[config.mk]
export PLATFORM = sky130hd
export DESIGN_NAME = pe_ingress_buffer
export DESIGN_NICKNAME = d
export VERILOG_FILES = /design/src/rtl/pe_ingress_buffer.sv
export SDC_FILE = /design/constraint.sdc
export NUM_CORES = 1
export LEC_CHECK = 0
export ABC_AREA = 1
export ABC_CLOCK_PERIOD_IN_PS = 17600
export BUFFER_PORTS_ARGS = -buffer_cell sky130_fd_sc_hd__buf_2
export CAP_MARGIN = 5
export CORE_MARGIN = 3
export CORE_UTILIZATION = 55
export CTS_CLUSTER_SIZE = 25
export DETAILED_ROUTE_END_ITERATION = 16
export MAX_ROUTING_LAYER = met4
export PLACE_DENSITY = 0.77
export SLEW_MARGIN = 15
export SYNTH_ARGS = -nofsm -noshare
export SYNTH_HDL_FRONTEND = slang
export SYNTH_SLANG_ARGS = --single-unit
[constraint.sdc]
create_clock -name clk -period 17.6 [get_ports clk]
set_input_delay 2.64 -clock clk [delete_from_list [all_inputs] [get_ports clk]]
set_output_delay 2.64 -clock clk [all_outputs]
set_load 0.01 [all_outputs]
[src/rtl/pe_ingress_buffer.sv]
// Elastic FWFT buffer between a PE output and a router local port.
// Packets addressed outside the mesh are consumed and counted, never stored.
module pe_ingress_buffer #(
    parameter int X                 = 2,
    parameter int Y                 = 2,
    parameter int data_width        = 256,
    parameter int pkt_no_field_size = 0,
    parameter int x_size            = $clog2(X),
    parameter int y_size            = $clog2(Y),
    parameter int total_width       = x_size + y_size + pkt_no_field_size + data_width,
    parameter int depth             = 4
) (
    input  logic                       clk,
    input  logic                       rst,
    input  logic                       i_valid,
    input  logic [total_width-1:0]     i_data,
    output logic                       o_ready,
    output logic                       o_valid,
    output logic [total_width-1:0]     o_data,
    input  logic                       i_ready,
    output logic [$clog2(depth):0]     occupancy,
    output logic [31:0]                fwd_count,
    output logic [31:0]                drop_count
);

    localparam int PTR_W = $clog2(depth);
    localparam int OCC_W = PTR_W + 1;
    localparam logic [PTR_W-1:0] PTR_ONE  = {{(PTR_W-1){1'b0}}, 1'b1};
    localparam logic [OCC_W-1:0] OCC_ONE  = {{(OCC_W-1){1'b0}}, 1'b1};
    localparam logic [OCC_W-1:0] OCC_FULL = OCC_W'(depth);
    localparam logic [31:0]      X_LIM    = 32'(X);
    localparam logic [31:0]      Y_LIM    = 32'(Y);

    logic [total_width-1:0] mem_r [depth];
    logic [PTR_W-1:0]       wr_ptr_r;
    logic [PTR_W-1:0]       rd_ptr_r;
    logic [OCC_W-1:0]       occ_r;
    logic [31:0]            fwd_r;
    logic [31:0]            drop_r;
    logic                   x_ok_s;
    logic                   y_ok_s;
    logic                   push_s;
    logic                   pop_s;
    logic                   store_s;
    logic                   discard_s;

    function automatic logic [31:0] sat_inc(input logic [31:0] v);
        return (v == 32'hFFFF_FFFF) ? v : v + 32'd1;
    endfunction

    // A zero-width coordinate field means that coordinate is always 0, hence legal.
    generate
        if (x_size > 0) begin : g_x_chk
            assign x_ok_s = ({{(32-x_size){1'b0}}, i_data[x_size-1:0]} < X_LIM);
        end else begin : g_x_none
            assign x_ok_s = 1'b1;
        end
        if (y_size > 0) begin : g_y_chk
            assign y_ok_s = ({{(32-y_size){1'b0}}, i_data[x_size+y_size-1:x_size]} < Y_LIM);
        end else begin : g_y_none
            assign y_ok_s = 1'b1;
        end
    endgenerate

    assign o_ready    = (occ_r != OCC_FULL);
    assign o_valid    = (occ_r != {OCC_W{1'b0}});
    assign o_data     = mem_r[rd_ptr_r];
    assign occupancy  = occ_r;
    assign fwd_count  = fwd_r;
    assign drop_count = drop_r;

    // Handshake decode; a handshake coinciding with reset is ignored.
    always_comb begin
        push_s    = i_valid && o_ready && !rst;
        pop_s     = o_valid && i_ready && !rst;
        store_s   = push_s && x_ok_s && y_ok_s;
        discard_s = push_s && !(x_ok_s && y_ok_s);
    end

    // Packet storage; contents are deliberately left unreset.
    always_ff @(posedge clk) begin
        if (store_s) begin
            mem_r[wr_ptr_r] <= i_data;
        end
    end

    // Pointers, occupancy and saturating statistics.
    always_ff @(posedge clk) begin
        if (rst) begin
            wr_ptr_r <= {PTR_W{1'b0}};
            rd_ptr_r <= {PTR_W{1'b0}};
            occ_r    <= {OCC_W{1'b0}};
            fwd_r    <= 32'd0;
            drop_r   <= 32'd0;
        end else begin
            if (store_s) begin
                wr_ptr_r <= wr_ptr_r + PTR_ONE;
            end
            if (pop_s) begin
                rd_ptr_r <= rd_ptr_r + PTR_ONE;
                fwd_r    <= sat_inc(fwd_r);
            end
            if (discard_s) begin
                drop_r <= sat_inc(drop_r);
            end
            case ({store_s, pop_s})
                2'b10:   occ_r <= occ_r + OCC_ONE;
                2'b01:   occ_r <= occ_r - OCC_ONE;
                default: occ_r <= occ_r;
            endcase
        end
    end

endmodule
---- Word level (Yosys, flattened, before mapping) ----
Memories as Yosys holds them, arrays and structs flattened. A register that Yosys moved wholly into a read port is not among the register bits.
Index checks and enable logic that the tools add are counted.
storage, ports and cells
  bits in registers ....................... 39
  bits in latches ......................... 0
  memory bits (writable) .................. 1,032
  bits in read-only memories .............. 0
  bits of input ports ..................... 262
  output and inout bits ................... 327
  logic and storage cells ................. 28
  memories kept ........................... 1
memories
  name   words  width  read ports  clocked after memory_dff  write ports  line  text
  mem_r  4      258    1           1                         1            34    logic [total_width-1:0] mem_r [depth];
cells by class
  $add $sub $neg .......................... 5
  multiply operators ...................... 0
  divide/modulo/power cells ............... 0
  magnitude comparators ................... 0
  equal/unequal tests ..................... 4
  shift-type cells ........................ 0
  muxes and demuxes ....................... 5
  bitwise operators ....................... 1
  reductions and logical operators ........ 8
operators by type and width
  cell                                                  count
  adder 32 x 1 -> 32 bit (second input constant)        1
  equality test 32 bit (second input constant)          1
  case mux 3 bit (2 select lines)                       1
  adder 2 x 1 -> 2 bit (second input constant)          2
  logical AND 1 bit                                     4
  2-to-1 mux 2 bit                                      2
  adder 3 x 1 -> 3 bit (second input constant)          1
  inequality test 3 bit (second input constant)         1
  nonzero test 3 bit                                    1
  subtractor 3 x 1 -> 3 bit (second input constant)     1
  equality test 2 x 1 -> 1 bit (second input constant)  1
  equality test 2 bit (second input constant)           1
  2-to-1 mux 1 bit                                      2
  AND reduction 2 bit                                   1
  nonzero test 2 bit                                    1
  zero test 1 bit                                       1
  NOT 1 bit                                             1

---- Logic depth before layout (Yosys ltp) ----
  depth after elaboration ................. 5
  depth in mapped cells ................... 13

---- Worst setup path before layout ----
No wires, ideal clock.
  path kind ............................... input -> register
  start point ............................. input port rst
  end point ............................... memory mem_r[0][0] (netlist bit) (enable)
  setup time .............................. 0.883 ns
  arrival ................................. 13.750 ns
  setup slack ............................. 2.967 ns
  cell stages on the path ................. 4
  path buffers ............................ 1
  cells stage by stage .................... inv_2 > buf_2 > nand3_1 > nor2_1
between the ends
  longest elaborated chain between the ends .. 4
RTL lines
  element                                 line  text
  start, declared                         14    input logic rst,
  zero test 1 bit                         74    push_s = i_valid && o_ready && !rst;
  logical AND 1 bit                       74
  2-to-1 mux 1 bit                        82    if (store_s) begin
  2-to-1 mux 1 bit (not written as such)  83    mem_r[wr_ptr_r] <= i_data;
  end, declared                           34
No other way between the ends.

==> results.md <==
- Ys async rst share: 0%
- EDFF count, synth: 1,032
- Post-synth top area share: around three quarters
- Peak Freq: 145.5 MHz
- Placed cells: 4,285
- Most common cell in the netlist: edfxtp_1
- Crit-path most repeated cell: buf_4
- CTS hold repair buffers: 0
- Critical path class: reg -> out
- Global-route usage over all layers: 24.32%
- Outcome: finished, final reports clean
- Final Hold Vio Count: 0
- HP Class: reg -> reg
- Crit path required time: 14.96 ns
- Clk slew on worst S/H paths: around 0.06 ns
- Die H: 277.8 um
- Ports: between 500 and 600
- RSZ-0062 raised after global routing: no
- Syn. warnings: 0
- Final WS setup: 10.73 ns
- Syn Area/Cell: 13.89 um^2
- Worst-Margin Slew: 1.214 ns
- CP top delay family: buffers and inverters
- Worst-Skew Late Latency: 0.66 ns
- Final Critical Period: 6.874 ns
- Worst R2R End: mem_r[3][71]$_DFFE_PP_
- CP endpoint kind: output port
- Cell Chain, Critical Path: inv_8 > buf_4 > buf_4 > o21ai_0 > o22ai_1 > buf_2
- Max Cap Violations: 0
- Total Wirelength: 93,610 um
- RD Place Congestion: 0.8762
- Top cells by area, synth: edfxtp_1 76%, o21ai_0 6.4%, nor2_1 5.6%
- Via density: 5.653
- Grt ovf: 0
- Slew margin rel.: between 10% and 20%
- Netlist Area Pre-Place: 0.04062 mm^2
- DIE AREA: 0.07716 mm^2
- Critical-path maximum fanout: roughly 120
- Delay of the slowest critical-path stage: 0.74 ns
- Critical-path top delay cell: buf_4
- Postcts setup bufs: 0
- TritonCTS clock tree: built
- Die Span X: 277.8 um
- Largest net degree at the start of global routing: between 200 and 250
- Post-synth top flop: edfxtp_1
- Final period util: 39.06%
- Starting Density: 55.59%
- Layout cells sized above 1: between 20% and 30%
- Htree depth: 3
- Worst hold start: rd_ptr_r[0]$_SDFFE_PP0P_
- Number of buffers and inverters on the critical path: 4
- Core region area: between 0.07 and 0.08 mm^2
- Pwr/cell area: around 110 mW/mm^2
- 1st-iter DRT viols: 2,407
- Initial antenna violation count: 44
- Clock tree sinks: 1,073
- Crit path launch type: register
- DP Wirelength: roughly 54,000 um
- Nets: 3,700
- Maximum vdd drop: roughly 0.00010 V
- Final setup TNS: 0 ns
- Fillcell total: around 5,000
- Hold endpoint: rd_ptr_r[0]$_SDFFE_PP0P_
- Reg area: 0.03182 mm^2
- Pre-CTS setup slack: about 10 ns
- Hold path depth: 1
- CTS Buffer Depth: 3
- Slew Viols, Final: 0
- Area of the multi-input gates: 0.007730 mm^2
- #FFs+latches synth: about 1,100
- Synth top cells by count: 1,032 x edfxtp_1, 606 x nor2_1, 518 x o21ai_0
- Wire length per cell: 20.71 um
- DP Area: 0.04398 mm^2
- Area Overhead vs Synth: 16.65%
- Worst reg-to-reg setup slack: around 13 ns
- Final Util: between 60% and 70%
- Leading area contributor after synthesis: edfxtp_1
- Worst Skew: 0.02346 ns
- Post-synthesis instance total: 2,925
- Netlist cell types: 29
- Drt drc: 0
- Vias post-DR: 25,550
- Worst Path Arrival: 4.23 ns
- Static Leak: around 0.017 uW
- Reg2Reg Depth: 7
- Post-route cell area: 0.04739 mm^2
- Router iterations before antenna repair: 5
- ANT nets after route: 0
- Cell Rows: 99
- Total clock buffers created by CTS: 103
- Reg-to-Reg Start: occupancy[1]$_SDFFE_PP0P_
- Final setup vio count: 0
- Register area share after synthesis: 78.30%
- Vias in the first global route: about 24,000
- First-pass GRT wire length: 140,900 um
- Post_cts resized: 0
- Number of port buffers: 556
- Clk root buf: clkbuf_16
- Final cell count without fillers: 4,519
[metrics by stage]
step                hold WS [ns]  total power [uW]
CTS                       0.4817              5437
floorplan                 0.4357              3169
global route              0.5184              5586
finish                    0.4769              5401
detailed placement        0.4682              3321
global placement          0.4486              3313
[flip-flops by register name (all words and copies together) (netlist names), named ones only]
register and flops:
rd_ptr_r 2, mem_r 1032, wr_ptr_r 2, occupancy 3
fwd_count 32
[cells in the final DEF, fill, tap and decap left out, types with 19 or more instances in the layout]
cell	instances
buf_4	24
inv_1	46
dfxtp_1	39
buf_2	556
nand2_1	92
a21oi_1	35
nand3_1	29
edfxtp_1	1032
nor2_1	602
diode_2	46
o21ai_0	518
o22ai_1	258
conb_1	32
clkinv_2	19
clkbuf_16	103
clkinv_1	22
[metal layers]
metal | GRT usage (%) | vias up | wire length, um
met3 | 6.573 | 167 | 8447
met1 | 29.88 | 12490 | 35660
met5 | - | - | 0
met4 | 9.029 | 0 | 2861
met2 | 39.03 | 1024 | 46640
li1 | - | 11870 | -
[how the worst max path moves through the flow]
stage             start                     end  slack [ns]  depth (start not counted)
2_1_floorplan       rst   mem_r[0][0]$_DFFE_PP_        2.97                          4
3_3_place_gp        rst  mem_r[1][41]$_DFFE_PP_       10.10                          7
3_5_place_dp        rst  mem_r[3][58]$_DFFE_PP_       10.10                          7
4_1_cts        register             o_data[127]       10.64                          6
5_1_grt        register             o_data[127]       10.47                          6
6_report       register             o_data[127]       10.73                          6
[layout make-up]
class / instances / area share [%]
Multi-Input combinational cell: 1619 / 16.31
Timing Repair Buffer: 583 / 6.379
Antenna cell: 46 / 0.2429
Clock buffer: 122 / 5.611
Sequential cell: 1073 / 67.14
Inverter: 51 / 0.4357
Clock inverter: 66 / 1.344
Tap cell: 959 / 2.532
[report_power, final]
part           leakage (uW)  switching (uW)  internal (uW)
sequential          0.00970            18.5           2880
clock               0.00160             917           1220
combinational       0.00533             260            113
[logic make-up after synthesis]
logic type      count (synthesis)  synth area share (%)
simple gates                  763                 7.558
buf+inv                       264                 3.028
other cells                     1              0.009231
flops                        1073                 78.30
compound gates                817                 10.87
fa+ha+maj                       7                0.2341
Power figures use the tool's default switching activity.
